<file path="src/rtl/ariane_pkg.sv">
// Shared dcache port types and geometry used by the load/store request masters.
package ariane_pkg;

  localparam int unsigned DCACHE_INDEX_WIDTH = 12;
  localparam int unsigned DCACHE_TAG_WIDTH   = 44;

  typedef struct packed {
    logic [DCACHE_INDEX_WIDTH-1:0] address_index;
    logic [DCACHE_TAG_WIDTH-1:0]   address_tag;
    logic [63:0]                   data_wdata;
    logic                          data_req;
    logic                          data_we;
    logic [7:0]                    data_be;
    logic [1:0]                    data_size;
    logic                          kill_req;
    logic                          tag_valid;
  } dcache_req_i_t;

  typedef struct packed {
    logic        data_gnt;
    logic        data_rvalid;
    logic [63:0] data_rdata;
  } dcache_req_o_t;

endpackage

</file>
<file path="src/rtl/dcache_req_master.sv">
// Single-command dcache port master: index phase, one-cycle tag phase, load data
// return, with a sticky kill that is turned into kill_req at the tag phase.
module dcache_req_master
  import ariane_pkg::*;
#(
  parameter int unsigned ADDR_WIDTH = 64
) (
  input  logic                  clk_i,
  input  logic                  rst_ni,
  input  logic                  req_valid_i,
  output logic                  req_ready_o,
  input  logic [ADDR_WIDTH-1:0] req_addr_i,
  input  logic                  req_we_i,
  input  logic [7:0]            req_be_i,
  input  logic [63:0]           req_wdata_i,
  input  logic [1:0]            req_size_i,
  input  logic                  kill_i,
  output logic                  rsp_valid_o,
  input  logic                  rsp_ready_i,
  output logic [63:0]           rsp_rdata_o,
  output dcache_req_i_t         dcache_req_o,
  input  dcache_req_o_t         dcache_rsp_i,
  output logic                  busy_o
);

  localparam int unsigned PADDR_W = DCACHE_TAG_WIDTH + DCACHE_INDEX_WIDTH;

  typedef enum logic [2:0] {
    IDLE,
    WAIT_GNT,
    SEND_TAG,
    WAIT_RVALID,
    RSP
  } state_e;

  state_e             state_q, state_d;
  logic               kill_q, kill_d;
  logic [PADDR_W-1:0] addr_q, addr_d;
  logic               we_q, we_d;
  logic [7:0]         be_q, be_d;
  logic [63:0]        wdata_q, wdata_d;
  logic [1:0]         size_q, size_d;
  logic [63:0]        rdata_q, rdata_d;

  logic req_ready_q, busy_q, data_req_q, tag_valid_q, kill_req_q, rsp_valid_q;

  // Address bits above the cache geometry never reach the port.
  if (ADDR_WIDTH > PADDR_W) begin : g_addr_hi
    logic unused_addr_hi;
    assign unused_addr_hi = ^req_addr_i[ADDR_WIDTH-1:PADDR_W];
  end

  always_comb begin
    state_d = state_q;
    kill_d  = kill_q;
    addr_d  = addr_q;
    we_d    = we_q;
    be_d    = be_q;
    wdata_d = wdata_q;
    size_d  = size_q;
    rdata_d = rdata_q;

    case (state_q)
      IDLE: begin
        if (req_valid_i) begin
          addr_d  = PADDR_W'(req_addr_i);
          we_d    = req_we_i;
          be_d    = req_be_i;
          wdata_d = req_wdata_i;
          size_d  = req_size_i;
          state_d = WAIT_GNT;
        end
      end
      WAIT_GNT: begin
        kill_d = kill_q | kill_i;
        if (dcache_rsp_i.data_gnt) state_d = SEND_TAG;
      end
      SEND_TAG: begin
        kill_d  = kill_q | kill_i;
        state_d = (we_q || kill_q) ? IDLE : WAIT_RVALID;
      end
      WAIT_RVALID: begin
        kill_d = kill_q | kill_i;
        if (dcache_rsp_i.data_rvalid) begin
          if (kill_d) begin
            state_d = IDLE;
          end else begin
            rdata_d = dcache_rsp_i.data_rdata;
            state_d = RSP;
          end
        end
      end
      RSP: begin
        if (rsp_ready_i) state_d = IDLE;
      end
      default: state_d = IDLE;
    endcase

    if (state_d == IDLE) kill_d = 1'b0;
  end

  // Outputs are decoded from the next state so they are registered with it;
  // the tag-phase flavour uses the kill flag that will be held in SEND_TAG.
  always_ff @(posedge clk_i or negedge rst_ni) begin
    if (!rst_ni) begin
      state_q     <= IDLE;
      kill_q      <= 1'b0;
      addr_q      <= '0;
      we_q        <= 1'b0;
      be_q        <= '0;
      wdata_q     <= '0;
      size_q      <= '0;
      rdata_q     <= '0;
      req_ready_q <= 1'b1;
      busy_q      <= 1'b0;
      data_req_q  <= 1'b0;
      tag_valid_q <= 1'b0;
      kill_req_q  <= 1'b0;
      rsp_valid_q <= 1'b0;
    end else begin
      state_q     <= state_d;
      kill_q      <= kill_d;
      addr_q      <= addr_d;
      we_q        <= we_d;
      be_q        <= be_d;
      wdata_q     <= wdata_d;
      size_q      <= size_d;
      rdata_q     <= rdata_d;
      req_ready_q <= (state_d == IDLE);
      busy_q      <= (state_d != IDLE);
      data_req_q  <= (state_d == WAIT_GNT);
      tag_valid_q <= (state_d == SEND_TAG) && !kill_d;
      kill_req_q  <= (state_d == SEND_TAG) && kill_d;
      rsp_valid_q <= (state_d == RSP);
    end
  end

  always_comb begin
    dcache_req_o               = '0;
    dcache_req_o.address_index = addr_q[DCACHE_INDEX_WIDTH-1:0];
    dcache_req_o.address_tag   = addr_q[PADDR_W-1:DCACHE_INDEX_WIDTH];
    dcache_req_o.data_wdata    = wdata_q;
    dcache_req_o.data_req      = data_req_q;
    dcache_req_o.data_we       = we_q;
    dcache_req_o.data_be       = be_q;
    dcache_req_o.data_size     = size_q;
    dcache_req_o.kill_req      = kill_req_q;
    dcache_req_o.tag_valid     = tag_valid_q;
  end

  assign req_ready_o = req_ready_q;
  assign busy_o      = busy_q;
  assign rsp_valid_o = rsp_valid_q;
  assign rsp_rdata_o = rdata_q;

endmodule
</file>
<file path="config.mk">
export PLATFORM = sky130hd
export DESIGN_NAME = dcache_req_master
export DESIGN_NICKNAME = d
export VERILOG_FILES = /design/src/rtl/ariane_pkg.sv /design/src/rtl/dcache_req_master.sv
export SDC_FILE = /design/constraint.sdc
export NUM_CORES = 1
export LEC_CHECK = 0
export ABC_AREA = 0
export CORE_AREA = 2 2 158 160
export DETAILED_ROUTE_END_ITERATION = 7
export DIE_AREA = 0 0 160 162
export HOLD_SLACK_MARGIN = 0.02
export PLACE_DENSITY = 0.73
export SLEW_MARGIN = 25
export SYNTH_ARGS = -nofsm -noshare
export SYNTH_HDL_FRONTEND = slang
export SYNTH_SLANG_ARGS = --single-unit
</file>
<file path="constraint.sdc">
create_clock -name clk_i -period 3.65 [get_ports clk_i]
set_input_delay 0.365 -clock clk_i [delete_from_list [all_inputs] [get_ports clk_i]]
set_output_delay 0.365 -clock clk_i [all_outputs]
set_load 0.01 [all_outputs]
</file>
==> out/metrics.yaml, run 1 <==
status: "finished clean"
intPower_w: 0.00777
maxCapViolations: 0
path_max_fanout: 23
ant_nets: 0
ys_seq_area_share_pct: 63.9
leakage_nw: 5.46
io_pins: 411
p_per_area_nw_per_um2: 845
hold_viol: 0
synth_top_family_by_area: "multiplexers"
cts-root-buf: "clkbuf_16"
grt.overflow.total: 0
cts.sinks: 205
worstPathRequired_ns: 4.03
seqPwrFrac_pct: 36.2
port_buffers: 402
synth_ff_type: "dfrtp_1"
rsz0062_at_grt: "false"
via_per_inst: 4.43
gp_routability_congestion: 0.769
initial_core_util_pct: 33.3
clk_latency_ns: 0.50
synth_xor_area_share_pct: 0
syn_area_um2: 8030
clock_path_buffers: 3
arrival_ns: 2.44
setup_violations: 0
coreArea_um2: 24100
skew_ns: 0.00835
yosys.area_share.adder_pct: 0
row_count: 57
cts_tree: "done"
holdCritStartpoint: "req_wdata_i[10]"
crit_path_start_kind: "register"
period_share_pct: 56.5
synth_warnings: 0
layout.cells.most_common_list: "clkdlybuf4s50_1, dfrtp_1, mux2_1"
critical_path_class: "register to register"
worst_pin_slew_ns: 0.757
vdd_drop_max_mv: 0.485
endpoint_kind: "register"
p_comb_share_pct: 43.8
area_growth_pct: 61.8
finalSetupTns_ns: 0
numCtsBuffers: 23
route.detailed.drc: 0
grt_pass1_vias: 5700
die_y_um: 162
slew_headroom_pct: 49.5
synthArstFlopShare_pct: 100
antennaDiodeCount: 0
worstReg2RegStart: "state_q[1]$_DFF_PN0_"
clock.fmax_ghz: 0.485
maxSlewViolCount: 0
grt_start_max_net_pins: 92
num_vias: 5337
post_drt_wl_per_cell_um: 17.5
pre_cts_ws_ns: 1.26
place_hpwl_um: 15500
ys_ff_latch: 205
drt_iter0_markers: 203
power.total_w: 0.0110
drive_gt1_share_pct: 17.3
p_switching_w: 0.00321
setup_ws_ns: 1.59
clk_pin_slew_worst_paths_ns: 0.06
pwr-share-clk_pct: 20.0
swShare_pct: 29.3
synth-edff-count: 0
syn_area_per_cell_um2: 17.5
drt_first_pass_iters: 4
gr-usage-all-layers_pct: 15.8
synthDistinctLibCells: 31
synthSimpleGateAreaFrac_pct: 1.81
layout_commonest_cell: "clkdlybuf4s50_1"
synthMuxAreaShare_pct: 30.1
utilization_pct: 53.9
synth.net_count: 668
synth_compound_area_share_pct: 0.514
cts_resized: 0
final_nets: 1077
die-area_um2: 25900
min_period_ns: 2.06
die_w_um: 160
drt-total-wl_um: 21100
hold_path.class: "primary input to register"
crit_start: "state_q[1]$_DFF_PN0_"
htree_levels: 1
grt_pass1_wl_um: 32600
antenna_found_initial: 0
synth_cells: 458
-- flip-flops by register name, indices dropped and copies added (netlist names) --
name	count
addr_q	56
be_q	8
busy_o	1
data_req_q	1
kill_q	1
kill_req_q	1
req_ready_o	1
rsp_rdata_o	64
rsp_valid_o	1
size_q	2
state_q	3
tag_valid_q	1
wdata_q	64
we_q	1
-- layout make-up --
| type | instances | area (µm²) |
|---|---|---|
| clock buffer | 33 | 643 |
| clock inverter | 7 | 71.3 |
| fill | 2023 | 11100 |
| inverter | 4 | 15.0 |
| multi-input combinational | 222 | 2610 |
| sequential | 205 | 5130 |
| tap | 324 | 405 |
| timing repair buffer | 411 | 4120 |
-- synthesized netlist by cell type, types with 2 or more instances --
| cell | n | area, µm² |
|---|---|---|
| dfrtp_1 | 204 | 5100 |
| buf_2 | 4 | 20.0 |
| mux2_2 | 45 | 507 |
| and4_1 | 2 | 17.5 |
| nand2_1 | 3 | 11.3 |
| buf_4 | 4 | 30.0 |
| nor2_1 | 2 | 7.51 |
| nand2b_1 | 2 | 12.5 |
| buf_6 | 12 | 135 |
| buf_8 | 6 | 90.1 |
| inv_1 | 4 | 15.0 |
| mux2_4 | 60 | 901 |
| mux2_1 | 90 | 1010 |
| nor2b_1 | 3 | 18.8 |
-- worst max-delay path, cell delays in order (launching register included) --
cell and delay, ns:
dfrtp_1 0.52, nor2b_2 0.27, and2_4 0.43, buf_4 0.37, mux2_4 0.34
-- logic make-up (layout without fill, tap and decap cells) --
family | count (synthesis) | in the layout
and+or+nand+nor | 21 | 21
buffers and inverters | 31 | 455
DFF | 205 | 205
muxes | 195 | 195
AOI/OAI and AO/OA | 6 | 6
-- power by group through the flow --
stage	combinational [W]	sequential (W)	clock, W
finish	0.00481	0.00398	0.00220
global route	0.00509	0.00413	0.00238
CTS	0.00489	0.00399	0.00229
detailed placement	0.00488	0.00401	0
global placement	0.00482	0.00396	0
floorplan	0.00160	0.00447	0
-- layer usage --
metal,global-route usage (%),up-vias,routed length (µm)
met2,27.3,238,10400
met4,4.18,0,390
li1,-,2433,-
met3,5.31,29,1960
met1,19.1,2637,8420
met5,0,-,0
-- through the flow --
stage	instance area [µm²]	hold slack (ns)	instances
2_1_floorplan	8030	0.0694	458
5_1_grt	13000	0.442	1206
4_1_cts	13000	0.429	1206
6_report	13000	0.461	1206
3_3_place_gp	12300	0.466	1165
3_5_place_dp	12300	0.474	1165
-- final timing paths --
path,slack (ns),cells after the start,end
worst min register to register,0.48,1,wdata_q[15]$_DFFE_PN0P_
max in group asynchronous,2.22,3,rsp_rdata_o[40]$_DFFE_PN0P_
worst min-delay path,0.46,2,wdata_q[10]$_DFFE_PN0P_
worst max register to register,1.59,4,rsp_rdata_o[18]$_DFFE_PN0P_
worst max-delay path,1.59,4,rsp_rdata_o[18]$_DFFE_PN0P_
min in group asynchronous,0.50,2,rsp_rdata_o[60]$_DFFE_PN0P_
-- what timing repair did --
item | 4_1_cts | 5_1_grt
setup endpoints to repair | 0 | 0
endpoints found under the hold margin | 88 | 0
buffers inserted | 0 | 0
hold buffers | 1 | 0
Power figures use the tool's default switching activity.
==> inputs of run 2 (changes only) <==
- CORE_AREA: 2 2 158 160 -> 2 2 162 164
- DIE_AREA: 0 0 160 162 -> 0 0 164 166
- clock period: 3.65 -> 1.72 ns (I/O delays scaled with it)
==> out/metrics.yaml, run 2 (synthesized netlist as in run 1, its figures left out) <==
die_w_um: 164  # +2.5%
antennaDiodeCount: 0  # unchanged
p_per_area_nw_per_um2: 1800  # +110%
port_buffers: 402  # unchanged
htree_levels: 1  # unchanged
die-area_um2: 27200  # +5.0%
slew_headroom_pct: 74.6  # +25 points
status: "finished clean"
clk_latency_ns: 0.50  # about the same
post_cts_buffers: 0  # unchanged
layout.cells.most_common_list: "clkdlybuf4s50_1, dfrtp_1, mux2_1"
drive_gt1_share_pct: 19.9  # +2.6 points
clock_path_buffers: 3  # unchanged
place_hpwl_um: 16000  # +3.1%
finalSetupTns_ns: 0  # unchanged
grt_pass1_vias: 5889  # +3.3%
utilization_pct: 52.2  # -1.7 points
route.detailed.drc: 0  # unchanged
leakage_nw: 5.65  # +3.6%
antenna_found_initial: 0  # unchanged
ant_nets: 0  # unchanged
clk_pin_slew_worst_paths_ns: 0.06  # about the same
skew_ns: 0.00778  # -0.000562 ns
final_nets: 1098  # +1.9%
reg2reg_slack_ns: 0.07  # -1.52 ns
clock.fmax_ghz: 0.606  # +25%
grt.overflow.total: 0  # unchanged
crit_start: "state_q[0]$_DFF_PN0_"
rsz0062_at_grt: "false"
worst_pin_slew_ns: 0.382  # -0.375 ns
coreArea_um2: 25600  # +6.3%
row_count: 59  # +3.5%
initial_core_util_pct: 31.4  # -2.0 points
r2r.worst_path.cells: 5  # +1
setup.worst_path.end: "addr_q[29]$_DFFE_PN0P_"
setup_violations: 0  # unchanged
via_per_inst: 4.38  # -1.0%
crit_path_start_kind: "register"
post_drt_wl_per_cell_um: 16.9  # -3.3%
num_vias: 5427  # +1.7%
hold_viol: 0  # unchanged
arrival_ns: 2.02  # -0.42 ns
maxSlewViolCount: 0  # unchanged
cts_tree: "done"
cts.sinks: 205  # unchanged
io_pins: 411  # unchanged
vdd_drop_max_mv: 0.936  # +93%
layout_commonest_cell: "clkdlybuf4s50_1"
die_y_um: 166  # +2.5%
drt-total-wl_um: 21000  # -0.66%
gr-usage-all-layers_pct: 14.9  # -0.94 points
period_share_pct: 96.0  # +39 points
hold_path.class: "primary input to asynchronous set/reset pin"
worstReg2RegStart: "state_q[0]$_DFF_PN0_"
gp_routability_congestion: 0.783  # +1.8%
drt_iter0_markers: 191  # -5.9%
endpoint_kind: "register"
worstReg2RegEnd: "addr_q[29]$_DFFE_PN0P_"
grt_start_max_net_pins: 51  # -45%
min_period_ns: 1.65  # -0.412 ns
path_max_fanout: 19  # -17%
area_growth_pct: 66.4
drt_first_pass_iters: 3  # -1
numCtsBuffers: 23  # unchanged
grt_pass1_wl_um: 32100  # -1.6%
worstPathRequired_ns: 2.09  # -1.94 ns
cts-root-buf: "clkbuf_16"
maxCapViolations: 0  # unchanged
critical_path_class: "register to register"
==> run 2: cell types whose count changed in the layout (fill, tap and decap cells not counted), sizes merged <==
cell and delta:
buf +21, bufinv +3, clkbuf -4, clkdlybuf4s50 -1
clkinv +4, clkinvlp -1, dlygate4sd2 +1, inv -1
==> run 2: worst max-delay path, stage by stage (launching register included) <==
cell      delay [ns]
dfrtp_1         0.40
nand2b_1        0.20
nor3_4          0.18
buf_12          0.19
buf_12          0.17
mux2_2          0.37
==> run 2: per-layer routing <==
layer | track usage (%) | wire (µm)
met1 | 17.1 | 7820
met2 | 26.6 | 10700
met3 | 4.85 | 2010
met4 | 3.93 | 477
met5 | 0 | 0
==> run 2: stage by stage <==
step / cell area (µm²) / worst slack (ns) / total power [W] / hold WS (ns) / cells
finish: 13400 / 0.0692 / 0.0241 / 0.176 / 1239
global route: 13400 / 0.00793 / 0.0255 / 0.197 / 1239
CTS: 13400 / 0.0614 / 0.0245 / 0.156 / 1239
detailed placement: 12600 / -0.114 / 0.0192 / 0.128 / 1197
global placement: 12600 / -0.0863 / 0.0189 / 0.133 / 1197
floorplan: 8030 / 0.133 / 0.0129 / -0.124 / 458
==> run 2: layout make-up <==
cell class	count	area [µm²]
fill	2141	12200
sequential	205	5130
timing repair buffer	432	4390
multi-input combinational	222	2610
clock buffer	29	638
tap	335	419
clock inverter	12	166
inverter	4	15.0
==> run 2: where the power goes <==
part           internal [W]  switching [W]  leakage [nW]
logic               0.00679        0.00372          2.78
registers           0.00721        0.00123          2.47
clock network       0.00322        0.00193         0.399
==> run 2: how the worst min path moves through the flow <==
stage / to / cells after the start / slack, ns / start
final: be_q[6]$_DFFE_PN0P_ / 2 / 0.18 / rst_ni
after global routing: addr_q[2]$_DFFE_PN0P_ / 2 / 0.20 / rst_ni
after CTS: addr_q[28]$_DFFE_PN0P_ / 2 / 0.16 / rst_ni
after detailed placement: addr_q[28]$_DFFE_PN0P_ / 1 / 0.13 / rst_ni
after global placement: addr_q[28]$_DFFE_PN0P_ / 1 / 0.13 / rst_ni
after floorplan: addr_q[0]$_DFFE_PN0P_ / 0 / -0.12 / rst_ni
==> run 2: what timing repair did <==
action,in CTS,in global routing
endpoints found under the setup margin,1,0
endpoints found under the hold margin,204,0
hold buffers,1,0
resized for setup,1,0
